===== src/rtl/calc_seq_ctrl.sv =====
// Sequencing controller for a 4-bit signed calculator: collects operands and
// operators, drives an external adder/subtractor and captures its sum after a settle window.
module calc_seq_ctrl #(
  parameter int unsigned SETTLE_CYCLES = 1
) (
  input  logic       clk,
  input  logic       rst_n,
  input  logic       num_valid,
  input  logic [3:0] num_in,
  input  logic       op_valid,
  input  logic [1:0] op_code,
  output logic       ready,
  output logic [3:0] dp_a,
  output logic [3:0] dp_b,
  output logic       dp_sub,
  input  logic [3:0] dp_sum,
  input  logic       dp_ovf,
  output logic [3:0] result,
  output logic       result_valid,
  output logic       err
);

  localparam logic [1:0] IDLE   = 2'd0;
  localparam logic [1:0] HAVE_A = 2'd1;
  localparam logic [1:0] WAIT_B = 2'd2;
  localparam logic [1:0] EXEC   = 2'd3;

  localparam logic [1:0] OP_ADD = 2'b00;
  localparam logic [1:0] OP_SUB = 2'b01;
  localparam logic [1:0] OP_EQ  = 2'b10;
  localparam logic [1:0] OP_CLR = 2'b11;

  localparam logic [3:0] SETTLE_LOAD = 4'(SETTLE_CYCLES);

  logic [1:0] state_r, state_s;
  logic [3:0] acc_r, acc_s;
  logic [3:0] opb_r, opb_s;
  logic       sub_r, sub_s;
  logic [3:0] cnt_r, cnt_s;
  logic [3:0] result_r, result_s;
  logic       rv_r, rv_s;
  logic       err_r, err_s;
  logic       ready_r, ready_s;
  logic       clr_s;

  assign clr_s = op_valid && (op_code == OP_CLR);

  // Next-state and datapath-register update rules.
  always_comb begin
    state_s  = state_r;
    acc_s    = acc_r;
    opb_s    = opb_r;
    sub_s    = sub_r;
    cnt_s    = cnt_r;
    result_s = result_r;
    err_s    = err_r;
    rv_s     = 1'b0;
    if (clr_s) begin
      state_s  = IDLE;
      acc_s    = 4'd0;
      opb_s    = 4'd0;
      sub_s    = 1'b0;
      cnt_s    = 4'd0;
      result_s = 4'd0;
      err_s    = 1'b0;
    end else begin
      case (state_r)
        IDLE: begin
          if (num_valid) begin
            acc_s   = num_in;
            state_s = HAVE_A;
          end else begin
            state_s = IDLE;
          end
        end
        HAVE_A: begin
          // A number wins over a coincident operator.
          if (num_valid) begin
            acc_s = num_in;
          end else if (op_valid) begin
            case (op_code)
              OP_ADD, OP_SUB: begin
                sub_s   = op_code[0];
                state_s = WAIT_B;
              end
              OP_EQ: begin
                result_s = acc_r;
                rv_s     = 1'b1;
              end
              default: state_s = state_r;
            endcase
          end else begin
            state_s = HAVE_A;
          end
        end
        WAIT_B: begin
          if (num_valid) begin
            opb_s   = num_in;
            cnt_s   = SETTLE_LOAD;
            state_s = EXEC;
          end else if (op_valid && !op_code[1]) begin
            sub_s = op_code[0];
          end else begin
            sub_s = sub_r;
          end
        end
        EXEC: begin
          // Operands stay frozen until the counter has run out, then the sum is taken.
          if (cnt_r != 4'd0) begin
            cnt_s = cnt_r - 4'd1;
          end else begin
            acc_s    = dp_sum;
            result_s = dp_sum;
            err_s    = err_r | dp_ovf;
            rv_s     = 1'b1;
            state_s  = HAVE_A;
          end
        end
        default: state_s = IDLE;
      endcase
    end
    ready_s = (state_s != EXEC);
  end

  // State and output registers with synchronous active-low reset.
  always_ff @(posedge clk) begin
    if (!rst_n) begin
      state_r  <= IDLE;
      acc_r    <= 4'd0;
      opb_r    <= 4'd0;
      sub_r    <= 1'b0;
      cnt_r    <= 4'd0;
      result_r <= 4'd0;
      rv_r     <= 1'b0;
      err_r    <= 1'b0;
      ready_r  <= 1'b1;
    end else begin
      state_r  <= state_s;
      acc_r    <= acc_s;
      opb_r    <= opb_s;
      sub_r    <= sub_s;
      cnt_r    <= cnt_s;
      result_r <= result_s;
      rv_r     <= rv_s;
      err_r    <= err_s;
      ready_r  <= ready_s;
    end
  end

  assign ready        = ready_r;
  assign dp_a         = acc_r;
  assign dp_b         = opb_r;
  assign dp_sub       = sub_r;
  assign result       = result_r;
  assign result_valid = rv_r;
  assign err          = err_r;

endmodule


===== config.mk =====
export PLATFORM = sky130hd
export DESIGN_NAME = calc_seq_ctrl
export DESIGN_NICKNAME = d
export VERILOG_FILES = /design/src/rtl/calc_seq_ctrl.sv
export SDC_FILE = /design/constraint.sdc
export NUM_CORES = 1
export LEC_CHECK = 0
export ABC_CLOCK_PERIOD_IN_PS = 4300
export BUFFER_PORTS_ARGS = -buffer_cell sky130_fd_sc_hd__clkbuf_2
export CORE_UTILIZATION = 54
export CTS_CLUSTER_SIZE = 20
export DETAILED_ROUTE_END_ITERATION = 10
export PLACE_DENSITY_LB_ADDON = 0.1
export SYNTH_ARGS = -nofsm -noshare
export SYNTH_HDL_FRONTEND = slang
export SYNTH_SLANG_ARGS = --single-unit

===== constraint.sdc =====
create_clock -name clk -period 4.3 [get_ports clk]
set_input_delay 0.43 -clock clk [delete_from_list [all_inputs] [get_ports clk]]
set_output_delay 0.43 -clock clk [all_outputs]
set_load 0.05 [all_outputs]

Word-level counts from Yosys, hierarchy flattened
Index checks and enable logic that the tools add are counted.
Widths: inputs -> output; s select.
{"block": "totals", "register_bits": 22, "latchBits": 0, "mem_bits_rw": 0, "mem_bits_ro": 0, "input_bits": 15, "word_cells": 78, "mem_count": 0}
{"block": "classes", "addsub": 1, "mul": 0, "div": 0, "order_cmp": 0, "n_eq_ne": 17, "shift": 0, "mux": 29, "bitwise": 3, "reduce_logical": 19}
{"op": "$mux 4", "count": 7}
{"op": "$pmux 4 s2", "count": 3}
{"op": "$ne 2x2->1 const B", "count": 8}
{"op": "$mux 2", "count": 6}
{"op": "$mux 1", "count": 10}
{"op": "$eq 2x2->1 const B", "count": 4}
{"op": "$pmux 2 s4", "count": 1}
{"op": "$reduce_bool 2->1", "count": 4}
{"op": "$ne 2x1->1 const B", "count": 3}
{"op": "$reduce_and 3->1", "count": 2}
{"op": "$reduce_and 6->1", "count": 1}
{"op": "$reduce_or 2->1", "count": 3}
{"op": "$reduce_and 5->1", "count": 1}
{"op": "$eq 2x1->1 const B", "count": 2}
{"op": "$logic_not 2->1", "count": 2}
{"op": "$pmux 1 s2", "count": 2}
{"op": "$reduce_and 2->1", "count": 2}
{"op": "$reduce_bool 4->1", "count": 1}
{"op": "$sub 4x1->4 const B", "count": 1}
{"op": "$logic_and 1x1->1", "count": 2}
{"op": "$not 1->1", "count": 2}
{"op": "$logic_not 1->1", "count": 1}
{"op": "$or 1x1->1", "count": 1}

Longest topological paths before layout
{"block": "logic_depth", "depth_word": 8, "depth_mapped": 6}

Worst setup path after synthesis
No wires, ideal clock.
{"block": "synth_timing", "kind": "register -> register", "start": "register cnt_r[0]", "end": "register cnt_r[2]", "setup_time_ns": 0.070, "arrival_ns": 1.445, "path_slack_ns": 2.785, "stages_incl_launch_ff": 7, "n_path_buf": 1, "period_less_slack_ns": 1.515, "path_cell_list": "dfxtp_1 -> inv_1 -> ha_1 -> nor4bb_2 -> buf_6 -> or4_1 -> a21oi_1"}
{"block": "synth_between", "elab_chain_cells": 3}
{"element": "start, declared", "line": "39", "source": "logic [3:0] cnt_r, cnt_s;"}
{"element": "start signal, assigned", "line": "142", "source": "cnt_r <= cnt_s;"}
{"element": "$sub 4x1->4 or $reduce_bool 4->1 (tied branches)", "line": "110, 109"}
{"element": "$mux 4 or $ne 2x2->1 (tied branches)"}
{"element": "$pmux 4 s2 or $reduce_and 3->1 (tied branches)"}
Several ways; a longest one is shown, not always the timed one. The select of a mux whose other input is x is not followed.
A chain may end at the register's enable or synchronous reset.

Worst setup path in the final report
{"block": "layout_timing", "start": "register state_r[0]", "end": "register result_r[1] (netlist: result[1])"}
{"block": "layout_between", "elab_chain_cells": 3}
{"element": "start, declared", "line": "35", "source": "logic [1:0] state_r, state_s;"}
{"element": "start signal, assigned", "line": "138", "source": "state_r <= state_s;"}
{"element": "$eq 2x1->1 or $eq 2x2->1 (tied branches)", "line": "67", "source": "case (state_r)"}
{"element": "$ne 2x1->1 (no line) (tied with other cells)"}
{"element": "$reduce_and 5->1 (no line)"}
{"element": "end signal, assigned", "line": "143", "source": "result_r <= result_s;"}
{"element": "end, declared", "line": "40", "source": "logic [3:0] result_r, result_s;"}
Several ways; a longest one is shown, not always the timed one.

==> impl_metrics.env <==
export IMPL_first_iter_violations=16
export IMPL_synth_edf_count=0
export IMPL_grt_pass1_wl_um=3360
export IMPL_htreeDepth=1
export IMPL_die_w_um=47.2
export IMPL_dp_hpwl_um=1670
export IMPL_syn_area_sq_um=1100
export IMPL_arrival_ps=2400
export IMPL_antenna_found_initial=0
export IMPL_rows=15
export IMPL_cts_resized=0
export IMPL_via_per_inst=5.63
export IMPL_crit_required_ps=4490
export IMPL_die_h_um=47.2
export IMPL_cts_tree="yes"
export IMPL_startpoint="state_r[0]"
export IMPL_yosysTopAreaCell="dfxtp_1"
export IMPL_synth_area_leaders="dfxtp_1 40%, mux2i_1 11%, a21boi_0 5.4%"
export IMPL_crit_type="flip-flop to flip-flop"
export IMPL_p_leak_uw=0.000593
export IMPL_slowest_delay_ps=890
export IMPL_grt_setup_unrepaired="no"
export IMPL_die_area_sq_um=2230
export IMPL_drive_gt1_share_pct=26.4
export IMPL_nets=162
export IMPL_yosys_cell_count_top_type="dfxtp_1"
export IMPL_coreArea_sq_um=1820
export IMPL_relSlewSlack_pct=33.0
export IMPL_cap_violations=0
export IMPL_cts_path_max_buffers=2
export IMPL_max_slew_worst_pin_slew_ps=991
export IMPL_report_final_slew_viol_count=0
export IMPL_cp_max_fo=20
export IMPL_hp_class="input port to flip-flop"
export IMPL_drt_wl_total_um=2240
export IMPL_worst_setup_path_end_kind="flip-flop"
export IMPL_overflow=0
export IMPL_syn_nets=136
export IMPL_vdd_drop_max_mv=0.261
export IMPL_cts_buffers=3
export IMPL_yosysSeqAreaShare_pct=40.0
export IMPL_drt_wirelength_per_cell_um=13.3
export IMPL_initial_utilization_pct=60.5
export IMPL_portBuffers=30
export IMPL_syn_instance_count=119
export IMPL_netlist_area_leader_share_pct=40.0
export IMPL_final_hold_viol_count=0
export IMPL_area_growth_pct=17.3
export IMPL_fin_crit_sh_pct=51.2
export IMPL_max_clock_freq_ghz=0.454
export IMPL_p_per_area_nw_per_um2=324
export IMPL_drt_pass1_iterations=4
export IMPL_pin_count=31
export IMPL_clock_root_buffer="clkbuf_4"
export IMPL_drtAntennaViolNets=0
export IMPL_period_needed_ps=2200
export IMPL_start_kind="flip-flop"
export IMPL_gp_congestion=0.767
export IMPL_outcome="finished, final reports clean"
export IMPL_crit_chain="nor4bb_2 > a22oi_2 > mux2i_1"
export IMPL_first_global_vias=788
export IMPL_synth_seq_cells=22
export IMPL_holdBufCountCts=0
export IMPL_min_from="num_in[2]"
export IMPL_setup_tns_ps=0
export IMPL_clk_insertion_delay_late_ps=310
export IMPL_antenna_cells=0
export IMPL_finClkSkew_ps=10.9
export IMPL_cts_sink_count=22
export IMPL_ys_async_sr_fraction_pct=0
export IMPL_vias=951
export IMPL_post_cts_setup_buffers=0
export IMPL_finish_utilization_pct=71.0
export IMPL_syn_avg_cell_area_sq_um=9.26
export IMPL_grt_usage_pct=22.0
export IMPL_cpMaxStageDelayCell="nor4bb_2"
export IMPL_timing_rr_start="state_r[0]"
export IMPL_synth_common_cells="22 x dfxtp_1, 12 x mux2i_1, 11 x nand3_1, 8 x a21boi_0, 8 x o211ai_1"
export IMPL_setup_viol=0
export IMPL_ys_warn_count=0
export IMPL_path_clk_slew_ps=120
export IMPL_synth_ff_type="dfxtp_1"
export IMPL_synth_cell_types=30
export IMPL_drc=0
export IMPL_nFillCells=164
export IMPL_grt_max_degree=23
==> critical path, delay by kind of cell, from the launching register on <==
| family | cells | cell delay [ps] |
|---|---|---|
| flip-flops | 1 | 680 |
| multiplexers | 1 | 190 |
| AO/OA/AOI/OAI | 1 | 320 |
| AND/OR/NAND/NOR | 1 | 890 |
==> metrics by stage <==
stage	area, sq um	power, uW	setup WS (ps)	hold WS [ps]	cells
5_1_grt	1290	433	1940	398	169
4_1_cts	1290	423	2050	372	169
6_report	1290	419	2100	376	169
3_3_place_gp	1240	267	2170	462	165
3_5_place_dp	1240	268	2070	475	165
2_1_floorplan	1100	255	2780	459	119
==> cell usage in the layout (no fill, tap or decap), types with 3 or more instances in the layout <==
| master | instances |
|---|---|
| nor3b_1 | 3 |
| clkbuf_4 | 3 |
| o211ai_1 | 8 |
| a21boi_0 | 8 |
| nor2_1 | 7 |
| clkbuf_2 | 30 |
| and3_1 | 4 |
| inv_1 | 3 |
| a21oi_1 | 6 |
| nand3_1 | 11 |
| dfxtp_1 | 22 |
| mux2i_1 | 12 |
| or3_1 | 4 |
==> cell type report <==
class	count	area, sq um	area share [%]
well taps	25	31.3	2.42
clock inverters	1	30.0	2.32
inverters	3	11.3	0.871
flip-flops and latches	22	440	34.1
clock buffers	3	22.5	1.74
multi-input cells	85	607	47.0
repair buffers	30	150	11.6
==> path summary, 6_finish.rpt <==
path / end / slack, ps / cells past startpoint
worst max-delay path: result[1] / 2100 / 3
worst min-delay path: dp_b[2] / 380 / 3
worst max register to register: result[1] / 2100 / 3
worst min register to register: result[2] / 490 / 2
==> state kept, by name, summed over array words and instances (netlist names) <==
| name | flops |
|---|---|
| cnt_r | 4 |
| dp_a | 4 |
| dp_b | 4 |
| dp_sub | 1 |
| err | 1 |
| ready | 1 |
| result | 4 |
| result_valid | 1 |
| state_r | 2 |
==> metal layers <==
metal | vias to the layer above | GRT usage [%] | wire [um]
met1 | 431 | 24.1 | 930
met4 | 0 | 6.29 | 15
met2 | 26 | 39.7 | 1180
met3 | 2 | 8.08 | 115
li1 | 492 | - | -
met5 | - | 0 | 0
==> kinds of logic (layout without fill, tap and decap cells) <==
kind of cell | count (synthesis) | in the layout | share of synthesized area, %
xor gates and xnor gates | 1 | 1 | 0.795
adders and majority gates | 2 | 2 | 2.27
AOI/OAI and AO/OA | 30 | 30 | 19.0
and+or+nand+nor | 39 | 39 | 20.9
buffers and inverters | 12 | 37 | 4.99
DFF | 22 | 22 | 40.0
muxes | 13 | 13 | 12.1
==> where the power goes <==
group	internal, uW	switching (uW)	total (uW)	leakage, uW
clock network	94.2	61.2	155	0.0000279
logic	18.0	31.0	49.0	0.000386
registers	208	6.60	215	0.000178
total	320	98.8	419	0.000593
Note: power is estimated with default switching activity, not from simulation.
